### src/rtl/store_narrow_unit_if.sv
// Store request / data-memory port bundle for store_narrow_unit.
// The slave side is the store unit; the master side is the pipeline plus memory.
interface store_narrow_unit_if;
    logic        req_valid;
    logic        req_ready;
    logic [31:0] address;
    logic [31:0] write_data;
    logic [1:0]  size;
    logic [31:0] mem_address;
    logic        mem_read;
    logic [31:0] mem_read_data;
    logic        mem_write;
    logic [31:0] mem_write_data;
    logic        done;
    logic        error;

    modport slave (
        input  req_valid, address, write_data, size, mem_read_data,
        output req_ready, mem_address, mem_read, mem_write, mem_write_data, done, error
    );

    modport master (
        output req_valid, address, write_data, size, mem_read_data,
        input  req_ready, mem_address, mem_read, mem_write, mem_write_data, done, error
    );
endinterface

### src/rtl/store_narrow_unit.sv
// Narrows a 32-bit register value to byte/halfword/word and commits it to
// word-organised data memory. Sub-word stores read the word, merge the new
// lanes (little-endian) and write the full word back.
//
// state | meaning
// ------+---------------------------------------------------------------
// IDLE  | ready for a request; captures address/data/size on accept
// READ  | sub-word store: read strobe for the containing word
// WRITE | full-word write of merged data (or plain data for a word store)
// DONE  | one-cycle completion pulse; error reflects the captured flag
module store_narrow_unit (
    input  logic          clk,
    input  logic          reset,
    store_narrow_unit_if.slave bus
);

    typedef enum logic [1:0] {
        IDLE  = 2'd0,
        READ  = 2'd1,
        WRITE = 2'd2,
        DONE  = 2'd3
    } state_t;

    localparam logic [1:0] SIZE_BYTE = 2'b00;
    localparam logic [1:0] SIZE_HALF = 2'b01;
    localparam logic [1:0] SIZE_WORD = 2'b10;

    state_t      state_q;
    state_t      state_d;
    logic [31:0] addr_q;
    logic [31:0] wdata_q;
    logic [1:0]  size_q;
    logic        err_q;

    logic        accept;
    logic        req_err;
    logic [3:0]  lane_en;
    logic [31:0] lane_data;
    logic [31:0] merged;

    // Requests are only taken in IDLE; everything else ignores the inputs.
    assign accept = bus.req_valid && (state_q == IDLE);

    // Legality of the incoming request: illegal size or misaligned access.
    always_comb begin
        req_err = 1'b0;
        case (bus.size)
            SIZE_BYTE: req_err = 1'b0;
            SIZE_HALF: req_err = bus.address[0];
            SIZE_WORD: req_err = |bus.address[1:0];
            default:   req_err = 1'b1;
        endcase
    end

    // State register and request capture.
    always_ff @(posedge clk) begin
        if (reset) begin
            state_q <= IDLE;
            addr_q  <= 32'd0;
            wdata_q <= 32'd0;
            size_q  <= 2'b00;
            err_q   <= 1'b0;
        end else begin
            state_q <= state_d;
            if (accept) begin
                addr_q  <= bus.address;
                wdata_q <= bus.write_data;
                size_q  <= bus.size;
                err_q   <= req_err;
            end
        end
    end

    // Next-state selection; word stores skip the read, errors skip memory.
    always_comb begin
        state_d = state_q;
        case (state_q)
            IDLE: begin
                if (accept) begin
                    if (req_err) begin
                        state_d = DONE;
                    end else if (bus.size == SIZE_WORD) begin
                        state_d = WRITE;
                    end else begin
                        state_d = READ;
                    end
                end
            end
            READ:    state_d = WRITE;
            WRITE:   state_d = DONE;
            DONE:    state_d = IDLE;
            default: state_d = IDLE;
        endcase
    end

    // Lane enables and replicated store data, then merge over the read word.
    always_comb begin
        lane_en   = 4'b0000;
        lane_data = wdata_q;
        case (size_q)
            SIZE_BYTE: begin
                lane_en   = 4'b0001 << addr_q[1:0];
                lane_data = {4{wdata_q[7:0]}};
            end
            SIZE_HALF: begin
                lane_en   = addr_q[1] ? 4'b1100 : 4'b0011;
                lane_data = {2{wdata_q[15:0]}};
            end
            SIZE_WORD: begin
                lane_en   = 4'b1111;
                lane_data = wdata_q;
            end
            default: begin
                lane_en   = 4'b0000;
                lane_data = wdata_q;
            end
        endcase
        merged = bus.mem_read_data;
        for (int i = 0; i < 4; i++) begin
            if (lane_en[i]) begin
                merged[8*i +: 8] = lane_data[8*i +: 8];
            end
        end
    end

    // Outputs decoded from state; all held low while reset is asserted so an
    // in-flight write is suppressed in the reset cycle itself.
    always_comb begin
        bus.req_ready      = 1'b0;
        bus.mem_read       = 1'b0;
        bus.mem_write      = 1'b0;
        bus.done           = 1'b0;
        bus.error          = 1'b0;
        bus.mem_address    = 32'd0;
        bus.mem_write_data = 32'd0;
        if (!reset) begin
            bus.req_ready   = (state_q == IDLE);
            bus.mem_read    = (state_q == READ);
            bus.mem_write   = (state_q == WRITE);
            bus.done        = (state_q == DONE);
            bus.error       = (state_q == DONE) && err_q;
            bus.mem_address = {addr_q[31:2], 2'b00};
            if (state_q == WRITE) begin
                bus.mem_write_data = merged;
            end
        end
    end

endmodule

### src/flat_wrapper.sv
// flat-port wrapper written by rule: the top's interface ports become plain ports
module store_narrow_unit_flat 
  (clk, reset, bus_req_valid, bus_address, bus_write_data, bus_size, bus_mem_read_data, bus_req_ready, bus_mem_address, bus_mem_read, bus_mem_write, bus_mem_write_data, bus_done, bus_error);
  store_narrow_unit_if bus_i ();
  input  logic clk;
  input  logic reset;
  input wire logic [$bits(bus_i.req_valid)-1:0] bus_req_valid;
  input wire logic [$bits(bus_i.address)-1:0] bus_address;
  input wire logic [$bits(bus_i.write_data)-1:0] bus_write_data;
  input wire logic [$bits(bus_i.size)-1:0] bus_size;
  input wire logic [$bits(bus_i.mem_read_data)-1:0] bus_mem_read_data;
  output wire logic [$bits(bus_i.req_ready)-1:0] bus_req_ready;
  output wire logic [$bits(bus_i.mem_address)-1:0] bus_mem_address;
  output wire logic [$bits(bus_i.mem_read)-1:0] bus_mem_read;
  output wire logic [$bits(bus_i.mem_write)-1:0] bus_mem_write;
  output wire logic [$bits(bus_i.mem_write_data)-1:0] bus_mem_write_data;
  output wire logic [$bits(bus_i.done)-1:0] bus_done;
  output wire logic [$bits(bus_i.error)-1:0] bus_error;
  assign bus_i.req_valid = bus_req_valid;
  assign bus_i.address = bus_address;
  assign bus_i.write_data = bus_write_data;
  assign bus_i.size = bus_size;
  assign bus_i.mem_read_data = bus_mem_read_data;
  assign bus_req_ready = bus_i.req_ready;
  assign bus_mem_address = bus_i.mem_address;
  assign bus_mem_read = bus_i.mem_read;
  assign bus_mem_write = bus_i.mem_write;
  assign bus_mem_write_data = bus_i.mem_write_data;
  assign bus_done = bus_i.done;
  assign bus_error = bus_i.error;
  store_narrow_unit u_core (.clk(clk), .reset(reset), .bus(bus_i));
endmodule
### config.mk
export PLATFORM = sky130hd
export DESIGN_NAME = store_narrow_unit_flat
export DESIGN_NICKNAME = d
export VERILOG_FILES = /design/src/rtl/store_narrow_unit_if.sv /design/src/rtl/store_narrow_unit.sv /design/src/flat_wrapper.sv
export SDC_FILE = /design/constraint.sdc
export NUM_CORES = 1
export LEC_CHECK = 0
export CAP_MARGIN = 20
export CORE_ASPECT_RATIO = 0.75
export CORE_UTILIZATION = 40
export DETAILED_ROUTE_END_ITERATION = 10
export DONT_BUFFER_PORTS = 1
export GPL_ROUTABILITY_DRIVEN = 0
export PLACE_DENSITY_LB_ADDON = 0.25
export SETUP_SLACK_MARGIN = 0.02
export SLEW_MARGIN = 40
export SYNTH_ARGS = -nofsm -noshare
export SYNTH_HDL_FRONTEND = slang
export SYNTH_SLANG_ARGS = --single-unit
### constraint.sdc
create_clock -name clk -period 2.67 [get_ports clk]
set_clock_uncertainty 0.2 [all_clocks]
set_input_delay 0.6675 -clock clk [delete_from_list [all_inputs] [get_ports clk]]
set_output_delay 0.6675 -clock clk [all_outputs]
set_load 0.005 [all_outputs]
==> results.tsv <==
stage	metric	value	unit
setup_path	critPathRequiredTime	1800	ps
sta	setup-tns-final	0	ps
setup_path	reg2reg_from	u_core.state_q[1]	
floorplanning	core_area	9080	µm²
power_and_ir_drop	power_density	945	nW/µm²
floorplanning	die_x	114	µm
power_and_ir_drop	p_total	4040	µW
clock_tree	postCtsHoldBufs	0	
route	vias	3393	
yosys	synth.ff_latch_count	69	
sta	clock.fmax	0.385	GHz
route	wl_per_cell	16.3	µm
setup_path	crit_arrival	1730	ps
setup_path	path_class	register to output pin	
status	outcome	finished, final reports clean	
yosys	avgSynthCellArea	7.38	µm²
route	ant_nets	0	
layout	final_cells	626	
clock_tree	cts_tree	done	
sta	maxSlewHeadroom	0.621	
setup_path	start_kind	register	
power_and_ir_drop	ir_drop	0.454	mV
yosys	synth_cell_types	35	
sta	rsz0062_at_grt	no	
setup_path	endpoint_kind	output pin	
placement	place_inst	605	
clock_tree	h-tree-depth	3	
sta	min_period	2600	ps
worst_hold_path	hold_path_class	primary input to register	
sta	worst_slew_pin_slew	567	ps
floorplanning	die_h	86.0	µm
yosys	syn_area	3760	µm²
power_and_ir_drop	leakagePower	0.00150	µW
route	drtPass1Iterations	4	
worst_hold_path	min_from	reset	
clock_tree	worstSkewPairLatency	330	ps
clock_tree	cts-root-buf	clkbuf_16	
yosys	ys.flop_type	dfxtp_1	
grt	track_usage	0.204	
placement	port_buffers	0	
layout	areaGrowthSynthToFinish	13.7	%
yosys	synth_top_area_share	0.368	
floorplanning	io_pins	170	
route	drcViolationCount	0	
sta	setup_viol	0	
layout	antenna_cells	0	
setup_path	path_delay_family	simple AND/OR/NAND/NOR gates	
route	drt_wl_total	10.2	mm
clock_tree	cts_buffers	9	
setup_path	critPathMaxFanout	8	
yosys	synth-async-reset-ratio	0	
layout	final_core_util	0.471	
yosys	seq_area_frac_synth	0.368	
layout	fill_cells	962	
grt	overflow	0	
layout	final_cell_mix	nand2_1, a21oi_1, dfxtp_1	
grt	grt_pass1_vias	3031	
worst_hold_path	min_path_cells	1	
setup_path	cp_slowest_cell	or3_4	
setup_path	worstPathCellList	buf_4, and2_4, or3_4, mux2i_1	
sta	hold_viol	0	
setup_path	worst-path-buf-inv	1	
yosys	yosysWarnings	0	
setup_path	reg2reg_to	u_core.wdata_q[7]	
clock_tree	cts_buffer_depth	2	
sta	min_period_over_period	0.974	
setup_path	reg2reg_depth	6	
floorplanning	start_util	0.414	
yosys	synth_edf_count	0	
setup_path	r2r_setup_slack	670	ps
placement	hpwl	7.40	mm
grt	antenna_found_initial	0	
yosys	synth_top_area_cell	dfxtp_1	
yosys	ys_top_cells_by_area	dfxtp_1, nand2_1, a21oi_1	
grt	grt_max_degree	104	
floorplanning	rows	30	
grt	grt_pass1_wl	15.4	mm
layout	drive_gt1_frac	0.112	
worst_hold_path	hold_end	u_core.addr_q[5]	
floorplanning	die-area	9790	µm²
flow_run	drv.max_cap_violation_count	0	
yosys	synthCells	509	
route	vias_per_cell	5.42	
setup_path	max_stage_delay	470	ps
route	drtIter0Drc	165	
layout	layout_commonest_cell	nand2_1	
sta	timing.final.max_slew_violations	0	
clock_tree	clkSinkCount	69	
clock_tree	clk_pin_slew	60	ps
layout	nNetsFinal	599	
power by group:
| part | total [µW] | leakage, µW | switching (µW) | internal, µW |
|---|---|---|---|---|
| clock | 1350 | 0.000163 | 443 | 912 |
| combinational | 1250 | 0.000773 | 741 | 506 |
| sequential | 1440 | 0.000567 | 191 | 1250 |
kinds of logic after synthesis:
group / Yosys count / synth area share
buffers and inverters: 46 / 0.0563
AND/OR/NAND/NOR: 225 / 0.272
other: 1 / 0.000998
flip-flops: 69 / 0.368
multiplexers: 26 / 0.0756
AO/OA/AOI/OAI: 137 / 0.211
adder cells (fa/ha/maj): 5 / 0.0166
final cells by class:
| type | instances | area [µm²] | area share |
|---|---|---|---|
| clock inverters | 6 | 111 | 0.0260 |
| well taps | 128 | 160 | 0.0375 |
| repair buffers | 15 | 145 | 0.0339 |
| inverters | 2 | 7.51 | 0.00176 |
| multi-input cells | 396 | 2230 | 0.523 |
| clock buffers | 10 | 229 | 0.0536 |
| flip-flops and latches | 69 | 1390 | 0.325 |
cell usage after synthesis (2+ instances only):
cell type	count
a21boi_1	2
nand2_1	159
buf_6	2
clkbuf_1	22
nor2b_1	35
mux2i_1	16
nor2_1	3
nand3_1	8
ha_1	5
nor3b_1	9
buf_2	7
inv_1	2
dfxtp_1	69
a21boi_0	6
buf_1	9
buf_4	4
mux2_2	9
o211ai_1	8
a21oi_1	69
o21a_1	8
nor3_1	3
and2_1	3
o21ai_0	32
a22o_1	8
sequential cells by signal (all words and copies together), names as in the netlist:
name	flops
u_core.addr_q	32
u_core.wdata_q	32
u_core.size_q	2
u_core.state_q	2
u_core.err_q	1
metal layers:
| metal | vias up | routed length, µm | GRT usage |
|---|---|---|---|
| met5 | - | 0 | 0 |
| met4 | 0 | 101 | 0.0661 |
| met3 | 10 | 887 | 0.0629 |
| met2 | 129 | 4360 | 0.305 |
| met1 | 1581 | 4870 | 0.280 |
| li1 | 1673 | - | - |
how the worst max path moves through the flow:
stage                                start                endpoint  slack, ps  cells after the start
final                     u_core.size_q[0]  bus_mem_write_data[23]         70                      4
after global routing      u_core.size_q[1]   bus_mem_write_data[9]         30                      4
after CTS                 u_core.size_q[1]   bus_mem_write_data[5]         20                      4
after detailed placement  u_core.size_q[1]  bus_mem_write_data[25]        210                      3
after global placement               reset   bus_mem_write_data[9]        270                      4
after floorplan                      reset  bus_mem_write_data[30]        280                      4
worst reg2reg max path: stages, from the launching register on:
cell     delay [ps]
dfxtp_1         410
inv_1           110
ha_1            240
nand2_2         450
buf_12          280
nand2_1         100
a21oi_1         150
metrics by stage:
stage	cell area (µm²)	setup slack, ps	hold WS [ps]
floorplan	3760	282	232
global placement	3820	266	231
detailed placement	3820	210	235
CTS	4240	21.8	186
global route	4280	26.6	199
finish	4280	69.4	207
timing repair:
| item | CTS | global route |
|---|---|---|
| setup buffers | 4 | 0 |
| cloned | 1 | 0 |
| pin swaps | 0 | 1 |
| gates resized for setup | 11 | 14 |
| setup endpoints to repair | 32 | 30 |
Power figures use the tool's default switching activity.
